`config.mk`:
```
export PLATFORM = sky130hd
export DESIGN_NAME = wb_burst_slave
export DESIGN_NICKNAME = d
export VERILOG_FILES = /design/src/rtl/wb_burst_slave.sv
export SDC_FILE = /design/constraint.sdc
export NUM_CORES = 1
export LEC_CHECK = 0
export ABC_AREA = 1
export ABC_CLOCK_PERIOD_IN_PS = 9050
export BUFFER_PORTS_ARGS = -buffer_cell sky130_fd_sc_hd__buf_2
export CORE_UTILIZATION = 50
export CTS_BUF_LIST = sky130_fd_sc_hd__clkbuf_16
export DETAILED_ROUTE_END_ITERATION = 16
export PLACE_DENSITY_LB_ADDON = 0.2
export SETUP_SLACK_MARGIN = 0.5
export SLEW_MARGIN = 20
export SYNTH_ARGS = -nofsm -noshare
export SYNTH_HDL_FRONTEND = slang
export SYNTH_SLANG_ARGS = --single-unit
export TNS_END_PERCENT = 100
```
`constraint.sdc`:
```
create_clock -name clk_i -period 9.05 [get_ports clk_i]
set_clock_uncertainty 0.05 [all_clocks]
set_input_delay 1.3575 -clock clk_i [delete_from_list [all_inputs] [get_ports clk_i]]
set_output_delay 1.3575 -clock clk_i [all_outputs]
set_load 0.02 [all_outputs]
```
`src/rtl/wb_burst_slave.sv`:
```
// wb_burst_slave: Wishbone B4 registered-feedback slave with a DEPTH-word
// byte-laned register file. Serves classic, constant-address and
// incrementing bursts, answers tagged reads with the ack counter and
// terminates illegal accesses with err_o.
module wb_burst_slave #(
    parameter int ADDR_WIDTH  = 4,
    parameter int DATA_WIDTH  = 32,
    parameter int SEL_WIDTH   = DATA_WIDTH / 8,
    parameter int DEPTH       = 12,
    parameter int WAIT_STATES = 0
) (
    input  logic                  clk_i,
    input  logic                  rst_i,
    input  logic                  cyc_i,
    input  logic                  stb_i,
    input  logic                  we_i,
    input  logic [ADDR_WIDTH-1:0] adr_i,
    input  logic [DATA_WIDTH-1:0] dat_i,
    input  logic [SEL_WIDTH-1:0]  sel_i,
    input  logic [2:0]            cti_i,
    input  logic                  tga_i,
    output logic [DATA_WIDTH-1:0] dat_o,
    output logic                  ack_o,
    output logic                  err_o,
    output logic [15:0]           acc_cnt
);

    localparam int                  IDX_W     = (DEPTH > 1) ? $clog2(DEPTH) : 1;
    localparam logic [ADDR_WIDTH:0] DEPTH_L   = (ADDR_WIDTH + 1)'(DEPTH);
    localparam logic [2:0]          WS_L      = 3'(WAIT_STATES);
    localparam logic [2:0]          CTI_CONST = 3'b001;
    localparam logic [2:0]          CTI_INC   = 3'b010;

    typedef enum logic [1:0] {
        S_IDLE,
        S_WAIT,
        S_BEAT,
        S_BURST
    } state_t;

    state_t                  state_q, state_d;
    logic [ADDR_WIDTH-1:0]   bp_q, bp_d;
    logic [ADDR_WIDTH-1:0]   beat_adr;
    logic [2:0]              wcnt_q, wcnt_d;
    logic                    burst_q, burst_d;
    logic                    ack_q, ack_d;
    logic                    err_q, err_d;
    logic [DATA_WIDTH-1:0]   dat_q, dat_d;
    logic [15:0]             cnt_q, cnt_d;
    logic [DATA_WIDTH-1:0]   rd_word;
    logic [IDX_W-1:0]        idx;
    logic                    fire;
    logic                    in_range;
    logic                    cti_rsvd;
    logic                    beat_err;
    logic [DATA_WIDTH-1:0]   mem_q [DEPTH];

    // A beat "fires" on the edge where its ack/err is registered, so the
    // response is visible in the following cycle. S_BEAT is the cycle in
    // which that response is on the bus; burst_q records whether the acked
    // beat keeps the burst open so the next beat can fire straight away.
    always_comb begin
        state_d  = state_q;
        bp_d     = bp_q;
        wcnt_d   = wcnt_q;
        burst_d  = burst_q;
        fire     = 1'b0;
        beat_adr = bp_q;
        if (!cyc_i) begin
            state_d = S_IDLE;
        end else begin
            case (state_q)
                S_IDLE: begin
                    if (stb_i) begin
                        bp_d     = adr_i;
                        beat_adr = adr_i;
                        if (WS_L == 3'd0) begin
                            fire = 1'b1;
                        end else begin
                            wcnt_d  = WS_L;
                            state_d = S_WAIT;
                        end
                    end
                end
                S_WAIT: begin
                    if (stb_i) begin
                        if (wcnt_q == 3'd1) fire = 1'b1;
                        else                wcnt_d = wcnt_q - 3'd1;
                    end
                end
                S_BEAT: begin
                    if (!burst_q)   state_d = S_IDLE;
                    else if (stb_i) fire = 1'b1;
                    else            state_d = S_BURST;
                end
                S_BURST: begin
                    if (stb_i) fire = 1'b1;
                end
                default: state_d = S_IDLE;
            endcase
        end

        in_range = ({1'b0, beat_adr} < DEPTH_L);
        cti_rsvd = (cti_i == 3'b011) || (cti_i == 3'b100) ||
                   (cti_i == 3'b101) || (cti_i == 3'b110);
        beat_err = !in_range || cti_rsvd || (we_i && tga_i);
        ack_d    = fire && !beat_err;
        err_d    = fire && beat_err;

        if (fire) begin
            state_d = S_BEAT;
            burst_d = !beat_err && ((cti_i == CTI_CONST) || (cti_i == CTI_INC));
            if (!beat_err && (cti_i == CTI_INC)) bp_d = beat_adr + ADDR_WIDTH'(1);
        end
    end

    // Read data selection and ack counter for the firing beat.
    always_comb begin
        idx     = beat_adr[IDX_W-1:0];
        rd_word = in_range ? mem_q[idx] : '0;
        dat_d   = '0;
        if (ack_d && !we_i) dat_d = tga_i ? DATA_WIDTH'(cnt_q) : rd_word;
        cnt_d   = ack_d ? cnt_q + 16'd1 : cnt_q;
    end

    // Control state, burst pointer and registered bus responses.
    always_ff @(posedge clk_i or negedge rst_i) begin
        if (!rst_i) begin
            state_q <= S_IDLE;
            bp_q    <= '0;
            wcnt_q  <= '0;
            burst_q <= 1'b0;
            ack_q   <= 1'b0;
            err_q   <= 1'b0;
            dat_q   <= '0;
            cnt_q   <= '0;
        end else begin
            state_q <= state_d;
            bp_q    <= bp_d;
            wcnt_q  <= wcnt_d;
            burst_q <= burst_d;
            ack_q   <= ack_d;
            err_q   <= err_d;
            dat_q   <= dat_d;
            cnt_q   <= cnt_d;
        end
    end

    // Register file: cleared on reset, byte-laned writes on acked beats only.
    always_ff @(posedge clk_i or negedge rst_i) begin
        if (!rst_i) begin
            for (int unsigned i = 0; i < DEPTH; i++) mem_q[i] <= '0;
        end else if (ack_d && we_i) begin
            for (int unsigned b = 0; b < SEL_WIDTH; b++) begin
                if (sel_i[b]) mem_q[idx][8*b +: 8] <= dat_i[8*b +: 8];
            end
        end
    end

    assign ack_o   = ack_q & cyc_i;
    assign err_o   = err_q & cyc_i;
    assign dat_o   = dat_q;
    assign acc_cnt = cnt_q;

endmodule

```
; After elaboration in Yosys (flattened, before gate mapping)
; Index checks and enable logic that the tools add are counted.
[word_totals]
n_memories = 0
in_bits = 49
romBits = 0
latch_bits = 0
out_inout_bits = 50
word_cells = 104
reg_bits = 444
ramBits = 0
[op_classes]
n_eq_ne = 12
n_div = 0
n_bitwise = 4
addsub = 3
n_mul = 0
shift = 0
n_reduce_logical = 21
magnitude_cmp = 3
muxes = 41
[op_table]
columns = op, count
row1 = 2-to-1 mux 384 bit, 7
row2 = bitwise mux 384 bit, 4
row3 = demux 32 bit (select 4 bit), 4
row4 = 2-to-1 mux 32 bit, 6
row5 = binary-select mux 32 bit (select 4 bit), 1
row6 = 2-to-1 mux 24 bit, 1
row7 = 2-to-1 mux 4 bit, 5
row8 = adder 16 x 1 -> 16 bit (second input constant), 1
row9 = 2-to-1 mux 16 bit, 1
row10 = 2-to-1 mux 2 bit, 5
row11 = equality test 3 bit (second input constant), 3
row12 = logical AND 1 bit, 8
row13 = 2-to-1 mux 8 bit, 1
row14 = equality test 3 x 1 -> 1 bit (second input constant), 2
row15 = equality test 3 x 2 -> 1 bit (second input constant), 2
row16 = logical OR 1 bit, 6
row17 = greater-or-equal comparator 5 bit (second input constant), 1
row18 = less-than comparator 5 x 1 -> 1 bit (second input constant), 1
row19 = 2-to-1 mux 1 bit, 5
row20 = NOT 4 -> 5 bit, 1
row21 = adder 4 x 1 -> 4 bit (second input constant), 1
row22 = equality test 2 bit (second input constant), 2
row23 = less-than comparator 4 bit (second input constant), 1
row24 = inequality test 4 x 3 -> 1 bit (second input constant), 1
row25 = 11 further kinds, 14

; Depth between registers and ports, before layout
[depth]
ltp_word = 19
mapped_depth = 16
mapped_depth_nobuf = 14

; Worst setup path after synthesis
; OpenSTA, ideal clock, no wires.
[synth_path]
path_type = input to register
startpoint = input cyc_i
endpoint = register mem_q[279] (netlist name)
path_stages = 14
path_buffers = 5
arrival_time_ps = 3847
path_slack_ps = 5021
required_ps = 8868
setup_ps = 132
cell_sequence = buf_4 > nand3_4 > nand2_1 > nand2_1 > clkbuf_1 > clkbuf_1 > ha_1 > inv_1 > nor2_1 > buf_2 > nand4_4 > buf_2 > nand2_1 > o21ai_1
[synth_between]
elab_chain_cells = 14
word_cells_on_any_way = 29
classes_between = order compare: 3 / mux: 18 / bitwise: 1 / reduce/logical: 7
[synth_lines]
columns = element, line_no
row1 = from (decl), 14  ; input logic cyc_i,
row2 = 2-to-1 mux 4 bit, 69  ; if (!cyc_i) begin
row3 = NOT 4 -> 5 bit (implied by the code), 155  ; if (sel_i[b]) mem_q[idx][8*b +: 8] <= dat_i[8*b +: 8];
row4 = demux 32 bit (select 4 bit), 155
row5 = bitwise mux 384 bit, 155
row6 = 2-to-1 mux 384 bit, 155
row7 = 2-to-1 mux 384 bit, 153  ; end else if (ack_d && we_i) begin
row8 = bitwise mux 384 bit, 155
row9 = 2-to-1 mux 384 bit, 155
row10 = 2-to-1 mux 384 bit, 153
row11 = bitwise mux 384 bit, 155
row12 = 2-to-1 mux 384 bit, 155
row13 = 2-to-1 mux 384 bit, 153
row14 = bitwise mux 384 bit, 155
row15 = 2-to-1 mux 384 bit, 155
row16 = "to (signal, indexed assignment)", 155
row17 = to (decl), 56  ; logic [DATA_WIDTH-1:0] mem_q [DEPTH];
; Several ways; a longest one is shown, not always the timed one. The select of a mux whose other input is x is not followed.
; A chain may end at the register's enable or synchronous reset.

; Worst setup path in the final report
[layout_path]
startpoint = input cyc_i
endpoint = register mem_q[331] (netlist name)
[layout_between]
elab_chain_cells = 14
word_cells_on_any_way = 29
classes_between = order compare: 3 / mux: 18 / bitwise: 1 / reduce/logical: 7
[layout_lines]
columns = element, line_no
row1 = 2-to-1 mux 4 bit, 69
row2 = NOT 4 -> 5 bit (implied by the code), 155
row3 = "greater-or-equal comparator 5 bit (implied by the code), or another cell as far along", 155
row4 = logical AND 1 bit (implied by the code) / bitwise mux 384 bit (equally long branches), 155
row5 = 2-to-1 mux 16 bit (implied by the code) / 2-to-1 mux 384 bit (equally long branches), 155
row6 = demux 32 bit (select 4 bit) / 2-to-1 mux 384 bit (equally long branches), "155, 153"
row7 = bitwise mux 384 bit, 155
row8 = 2-to-1 mux 384 bit, 155
row9 = 2-to-1 mux 384 bit, 153
row10 = bitwise mux 384 bit, 155
row11 = 2-to-1 mux 384 bit, 155
row12 = 2-to-1 mux 384 bit, 153
row13 = bitwise mux 384 bit, 155
row14 = 2-to-1 mux 384 bit, 155
; Several ways; a longest one is shown, not always the timed one. The select of a mux whose other input is x is not followed.

==> metrics <==
Ys Warns 0; syn nets 2750; nets 2730; starting density of the core 0.506; post-layout min period ~5100 ps; CORE AREA about 43000 um2; Required @ worst endpoint 9480 ps; number of port buffers 98; worst hold path class reg -> reg; Clock Pin Slew Worst Setup and Hold Paths 60 ps; hold-fix buffers at CTS 0; Non-Filler Instances between 3000 and 4000; Max H-tree Level 2; fraction of the yosys area taken by sequential cells 0.510; CTS tree done; Clk Latency, worst-skew pair 590 ps; CP Capture Type flip-flop; Worst path depth 9; grt total ovfl 0; Post-Syn Area 21800 um2; PostCTS Resize Cnt 0; TritonCTS Buffers 49; met3 Resource Use GR 0.0442; CP max-delay cell nand2_4; Final Cycle Share 0.564; DR vias/cell 5.55; Max Slew Vio Count 0; FMAX 0.196 GHz; residual DRC count 0; max_cap viols 0; register area 11100 um2; CP Buf/Inv Count 2; multi-input logic area approximately 9100 um2; met1 usage 0.419; share of layout cells above drive strength 1 0.0945; RSZ-0062 raised after global routing no; PD cells 237 nW/um2; HPWL after detailed placement 38.4 mm; Worst Tran Pin Value approximately 1100 ps; Arr. time, crit path 5530 ps; Iteration-0 DRC Markers slightly below 2000; Crit path largest cell delay 1060 ps; final setup TNS 0 ps; Syn Area/Cell about 8.1 um2; Die Span Y 211 um; Final setup violation count 0; Most Crowded Layer GR met2; vias 18315; family with the most delay on the worst path simple AND/OR/NAND/NOR gates; met2 Track Usage GR 0.435; DRT antenna net count 0; Inst Count DP 3205; row cnt 76; hold path depth 2; overall routed net length ~60 mm; Yosys cell types 32; Leak 0.0110 uW; slew margin rel. 0.276; CTS Sinks 444; wire per inst 18.7 um; Worst VDD drop 142 uV; postcts setup bufs 0; R2R setup slack ~4200 ps; area grow syn2layout 9.90%; first-pass GRT wire length around 99 mm; status finished clean; area of the die 44400 um2; worst hold margin 432 ps; CP Launch Type input port; CP max FO 86; Fill cells 3946; RePlAce Congestion approximately 0.9; crit-path cells buf_2 -> nand3_4 -> nand2_1 -> nand2_4 -> ha_1 -> inv_1 -> nor2_2 -> nand4_1 -> o21ai_0; Hold Fails Final Rpt 0; flops & latches, synth 444; Setup CP Type in -> reg; DRT Pass-1 Iters 6; initial antenna violation count 3; Mapped Cells around 2700; pin count of the biggest net entering global routing 150; Bufs on Longest Clock Path 3; width of the die 211 um; Tot GR Track Use 0.285; reg2reg path depth 10; IO Pins 99; vias in the first global route 17294; clk root buf clkbuf_16
## cell usage after synthesis
cell        n  area, um2
o21ai_0    67        335
nor2_2     10       62.6
nor3_1      6       30.0
nand2_1   848       3180
xor2_1     14        123
ha_1       10        125
o21bai_1    3       22.5
o21ai_2     1       8.76
inv_1     210        788
o211ai_1   32        240
buf_8       4       60.1
a31oi_1     1       6.26
nand4_4    40        851
nand2_2     3       18.8
buf_1      16       60.1
nor2_1    102        383
nor2_4      1       11.3
nand4_2     2       25.0
xnor2_1     3       26.3
clkbuf_1  107        402
buf_2      63        315
nand3b_1   17        128
dfrtp_1   444      11100
o21ai_1   353       1770
or2_2       3       18.8
inv_2       2       7.51
nand4_1    12       75.1
nand3_4     1       17.5
buf_4       2       15.0
nand3_1   308       1540
o21ai_4     1       16.3
a21oi_1     5       25.0
## path summary, 6_finish.rpt
| kind | from | to |
|---|---|---|
| max | cyc_i | mem_q[331]$_DFFE_PN0P_ |
| min | mem_q[184]$_DFFE_PN0P_ | mem_q[184]$_DFFE_PN0P_ |
| max reg2reg | state_q[0]$_DFFE_PN0P_ | mem_q[331]$_DFFE_PN0P_ |
| min reg2reg | mem_q[184]$_DFFE_PN0P_ | mem_q[184]$_DFFE_PN0P_ |
| max in group asynchronous | rst_i | mem_q[217]$_DFFE_PN0P_ |
| min in group asynchronous | rst_i | mem_q[9]$_DFFE_PN0P_ |
## placed cells by master, fill, tap and decap left out, types with 3 or more instances in the layout
cell type,count
ha_1,10
diode_2,5
clkbuf_16,51
dfrtp_1,444
nand4_4,40
o21bai_1,3
nor3_1,6
o21ai_0,67
o211ai_1,32
o21ai_1,352
inv_1,224
or2_2,3
bufinv_16,3
nor2_4,3
buf_4,21
clkinv_1,10
nand3b_1,17
buf_2,96
nor2_1,101
a21oi_1,4
xor2_1,14
nand2_1,846
nand2_2,3
nand3_1,308
xnor2_1,3
nor2_2,9
clkinv_2,10
nand4_1,12
## power breakdown
group	switching (uW)	internal, uW
logic	1200	437
registers	62.7	2080
clock network	815	1100
total	2070	3610
## logic make-up after synthesis
logic type	after synthesis	share of synthesized area
simple gates	1353	0.291
compound gates	463	0.111
flops	444	0.510
buf+inv	404	0.0756
xor+xnor	17	0.00683
fa+ha+maj	10	0.00574
## tightest hold or removal path: cells and delay by family (launching register included)
family / cells / cell delay, ps
flip-flops: 1 / 330
AO/OA/AOI/OAI: 1 / 60
AND/OR/NAND/NOR: 1 / 50
## layer usage
metal  part of all wire  vias to the layer above
li1                   -                     8699
met1               0.45                     8836
met2               0.45                      667
met3              0.074                      113
met4              0.022                        0
met5                  0                        -
## layout make-up
type / instances / share of cell area
clock inverter: 39 / 0.0103
antenna: 5 / 0.000522
inverter: 212 / 0.0332
timing repair buffer: 121 / 0.0292
sequential: 444 / 0.464
tap: 585 / 0.0306
multi-input combinational: 1843 / 0.379
clock buffer: 51 / 0.0533
## state kept, by name, indices dropped and copies added, names as in the netlist
name     count
dat_o       32
mem_q      384
err_q        1
state_q      2
bp_q         4
wcnt_q       3
acc_cnt     16
ack_q        1
burst_q      1
## per-stage QoR
step / utilization / area [um2] / power (uW) / worst slack, ps
2_1_floorplan: - / 21800 / 3240 / 5020
4_1_cts: 0.556 / 23900 / 5710 / 4060
6_report: 0.556 / 24000 / 5690 / 3950
3_3_place_gp: 0.520 / 22400 / 3770 / 3140
3_5_place_dp: 0.520 / 22400 / 3790 / 3450
5_1_grt: 0.556 / 23900 / 5970 / 3760
(Power assumes the default switching activity.)
